$ cat src/rtl/opsg_i2s_tx.sv
// rtl/opsg_i2s_tx.sv - Philips I2S serializer for the opsg stereo sample pair
module opsg_i2s_tx #(
  parameter int BCLK_DIV = 4
) (
  input  logic        clk,
  input  logic        rst,
  input  logic        enable,
  input  logic [15:0] audio_left,
  input  logic [15:0] audio_right,
  output logic        i2s_bclk,
  output logic        i2s_lrclk,
  output logic        i2s_sdata,
  output logic        sample_req
);

  localparam logic [7:0] DIV_LAST = 8'(BCLK_DIV - 1);

  logic [7:0]  div_cnt;
  logic [4:0]  bit_cnt;
  logic [31:0] sr;
  logic        tick;
  logic        fall_evt;
  logic [4:0]  bit_nxt;

  assign tick     = (div_cnt == DIV_LAST);
  assign fall_evt = tick & i2s_bclk;
  assign bit_nxt  = bit_cnt + 5'd1;

  always_ff @(posedge clk or posedge rst) begin
    if (rst) begin
      div_cnt    <= '0;
      bit_cnt    <= 5'd31;
      sr         <= '0;
      i2s_bclk   <= 1'b0;
      i2s_lrclk  <= 1'b1;
      i2s_sdata  <= 1'b0;
      sample_req <= 1'b0;
    end else if (!enable) begin
      div_cnt    <= '0;
      bit_cnt    <= 5'd31;
      sr         <= '0;
      i2s_bclk   <= 1'b0;
      i2s_lrclk  <= 1'b1;
      i2s_sdata  <= 1'b0;
      sample_req <= 1'b0;
    end else begin
      sample_req <= 1'b0;
      if (tick) begin
        div_cnt  <= '0;
        i2s_bclk <= ~i2s_bclk;
      end else begin
        div_cnt <= div_cnt + 8'd1;
      end
      // All slot state moves only on the bclk high-to-low toggle; sdata lags sr by one slot.
      if (fall_evt) begin
        bit_cnt   <= bit_nxt;
        i2s_lrclk <= bit_nxt[4];
        i2s_sdata <= sr[31];
        if (bit_nxt == 5'd0) begin
          sr         <= {audio_left, audio_right};
          sample_req <= 1'b1;
        end else begin
          sr <= {sr[30:0], 1'b0};
        end
      end
    end
  end

endmodule

$ cat config.mk
export PLATFORM = sky130hd
export DESIGN_NAME = opsg_i2s_tx
export DESIGN_NICKNAME = d
export VERILOG_FILES = /design/src/rtl/opsg_i2s_tx.sv
export SDC_FILE = /design/constraint.sdc
export NUM_CORES = 1
export LEC_CHECK = 0
export ABC_AREA = 1
export CORE_MARGIN = 3
export CORE_UTILIZATION = 50
export DETAILED_ROUTE_END_ITERATION = 8
export PLACE_DENSITY = 0.79
export RECOVER_POWER = 25
export SLEW_MARGIN = 20
export SYNTH_ARGS = -nofsm -noshare
export SYNTH_HDL_FRONTEND = slang
export SYNTH_SLANG_ARGS = --single-unit
$ cat constraint.sdc
create_clock -name clk -period 2.09 [get_ports clk]
set_clock_uncertainty 0.2 [all_clocks]
set_input_delay 0.418 -clock clk [delete_from_list [all_inputs] [get_ports clk]]
set_output_delay 0.418 -clock clk [all_outputs]
set_load 0.01 [all_outputs]
==> flow_metrics.py <==
metrics = {
    "final_layout": {
        "final_util_pct": 65.5,
        "diodes": 0,
        "num-fill-cells": 437,
        "design_area_um2": 3370,
        "synthToLayoutAreaGrowth_pct": 25.5,
        "drive_gt1_share_pct": 10.0,
        "seqCellArea_um2": 1210,
        "multiInputGateArea_um2": 1200,
        "nets": 416,
    },
    "power_and_ir_drop": {
        "power_frac_comb_pct": 35.8,
        "powerDensity_nw_per_um2": 723,
        "p_sw_uw": 812,
        "irDropWorstVdd_uv": 424,
        "clkPwrFrac_pct": 24.2,
        "internal_power_uw": 1620,
        "p_total_uw": 2430,
        "p_leak_uw": 0.00173,
        "seq_power_share_pct": 39.9,
        "swShare_pct": 33.4,
    },
    "placed_design": {
        "dpl_cell_area_um2": 3190,
        "port_buffers": 38,
        "globalplace.congestion": 0.799,
        "hpwl_mm": 4.00,
    },
    "die": {
        "coreArea_um2": 5140,
        "pin_count": 39,
        "start_util_pct": 52.2,
        "fp.dieH_um": 79.2,
        "die_w_um": 79.2,
        "rows": 26,
        "die_area_um2": 6280,
    },
    "timing": {
        "worst_slew_pin_slew_ps": 817,
        "final-setup-viol-count": 0,
        "timing.setup.tns_ps": 0,
        "timing.final.crit_share_pct": 97.5,
        "slew_viol_final": 0,
        "slew_headroom_pct": 45.5,
        "hold_violations": 0,
        "whs_ps": 257,
        "fmax_ghz": 0.491,
        "layout_min_cycle_time_ps": 2040,
    },
    "critical_path": {
        "worstPathRequired_ps": 2070,
        "worstSetupStartpointType": "register",
        "r2r_setup_slack_ps": 50,
        "crit_fanout": 8,
        "worst_setup_path_end_kind": "register",
        "critical_path_class": "reg2reg",
        "cp.arrival_ps": 2020,
        "reg2reg_depth": 9,
    },
    "drt": {
        "detail_route.wirelength_mm": 6.39,
        "drc": 0,
        "vias": 2399,
        "vias_per_cell": 5.34,
        "drt_iter0_markers": 168,
        "first_pass_iters": 5,
        "ant_nets": 0,
        "routed.top_layer": "met4",
        "wl_met2_mm": 3.09,
        "m1WireLength_mm": 2.79,
        "wire_per_inst_um": 14.2,
        "route.met3.wl_um": 407,
    },
    "job": {
        "cap_violations": 0,
    },
    "clock_network": {
        "hold_buffers": 0,
        "cts_buffer_depth": 2,
        "postCtsSetupBuffers": 0,
        "cts_resized": 0,
        "clk_pin_slew_worst_paths_ps": 80,
        "worstSkewPairLatency_ps": 290,
        "cts_tree": "yes",
        "cts_root_buf": "clkbuf_8",
        "cts_sinks": 48,
        "cts_buffers": 5,
        "htree_levels": 2,
    },
    "synthesis": {
        "syn_area_um2": 2680,
        "yosysMostFrequentCell": "nand3_1",
        "synthArstFlopShare_pct": 100,
        "synth_top_area_share_pct": 40.1,
        "synth_ff_type": "dfrtp_1",
        "synth-seq-cells": 48,
        "syn_avg_cell_area_um2": 7.91,
        "yosysSeqAreaShare_pct": 45.0,
        "yosys-top-cells-area": "dfrtp_1, nand3_1, o21bai_1, nand2_1, inv_1",
        "ys_types": 26,
        "synth_top_cell_by_area": "dfrtp_1",
        "ys_top_cells_by_count": "nand3_1, nand2_1, inv_1, dfrtp_1, o21bai_1",
        "syn_inst": 339,
        "synth-edff-count": 0,
        "synth_warnings": 0,
        "syn_nets": 376,
    },
    "grt": {
        "grt_pass1_wl_mm": 10.0,
        "grt_pass1_vias": 2232,
        "grt_overflow": 0,
        "track_usage_pct": 19.6,
        "grt_max_degree": 34,
        "antenna_found_initial": 0,
    },
    "worst_hold_path": {
        "hold_depth": 1,
        "hold_path.class": "reg2reg",
    },
    "run_status": {
        "status": "complete, no violations",
    },
}
stage by stage:
step | instances | worst slack [ps]
after detailed placement | 439 | 136
final | 449 | 52.6
after global routing | 449 | -20.8
after CTS | 446 | 78.7
after global placement | 439 | 187
after floorplan | 339 | 288
state kept, by name, summed over array words and instances, names as in the netlist:
| register | flops |
|---|---|
| sr | 32 |
| div_cnt | 8 |
| bit_cnt | 4 |
| i2s_bclk | 1 |
| i2s_lrclk | 1 |
| i2s_sdata | 1 |
| sample_req | 1 |
logic make-up after synthesis:
group | count (synthesis) | synth area share [%]
AOI/OAI and AO/OA | 39 | 10.2
buffers and inverters | 69 | 11.3
xor gates and xnor gates | 2 | 0.653
DFF | 48 | 45.0
and+or+nand+nor | 179 | 31.9
adders and majority gates | 2 | 0.933
power groups by stage:
| stage | clock network [uW] | registers [uW] | logic (uW) |
|---|---|---|---|
| finish | 590 | 971 | 872 |
| global route | 642 | 975 | 958 |
| CTS | 605 | 968 | 747 |
| detailed placement | 0 | 986 | 747 |
| global placement | 0 | 984 | 738 |
| floorplan | 0 | 984 | 522 |
critical path, stage by stage, from the launching register on:
cell,delay (ps)
dfstp_2,580
ha_4,160
nand3_1,110
nand2_2,100
nand2_2,80
nor2_4,260
clkbuf_16,210
nand3_1,70
nand3_1,90
nand2_1,60
routing by layer:
metal  track usage [%]  up-vias
met2              33.3       93
li1                  -     1189
met1              26.3     1103
met4              4.30        0
met5                 0        -
met3              3.40       14
layout by cell type (no fill, tap or decap), drive strengths merged, types with 4 or more instances in the layout:
cell type / n
nand3: 102
nand2: 52
inv: 45
dfrtp: 43
clkdlybuf4s50: 37
o21bai: 31
nor2: 16
buf: 16
clkbuf: 9
dfstp: 5
a21oi: 4
o21ai: 4
final timing paths:
kind                                             start                    to
worst max-delay path            bit_cnt[1]$_DFFE_PP1P_     sr[5]$_DFFE_PP0P_
worst min-delay path              div_cnt[0]$_DFF_PP0_  div_cnt[0]$_DFF_PP0_
worst max register to register  bit_cnt[1]$_DFFE_PP1P_     sr[5]$_DFFE_PP0P_
worst min register to register    div_cnt[0]$_DFF_PP0_  div_cnt[0]$_DFF_PP0_
max in group asynchronous                          rst    sr[12]$_DFFE_PP0P_
min in group asynchronous                          rst  div_cnt[0]$_DFF_PP0_
final cells by class:
type,instances,area share [%]
flip-flops and latches,48,35.9
multi-input cells,222,35.6
repair buffers,56,18.0
inverters,46,5.13
clock buffers,7,2.86
well taps,70,2.60
Power figures use the tool's default switching activity.
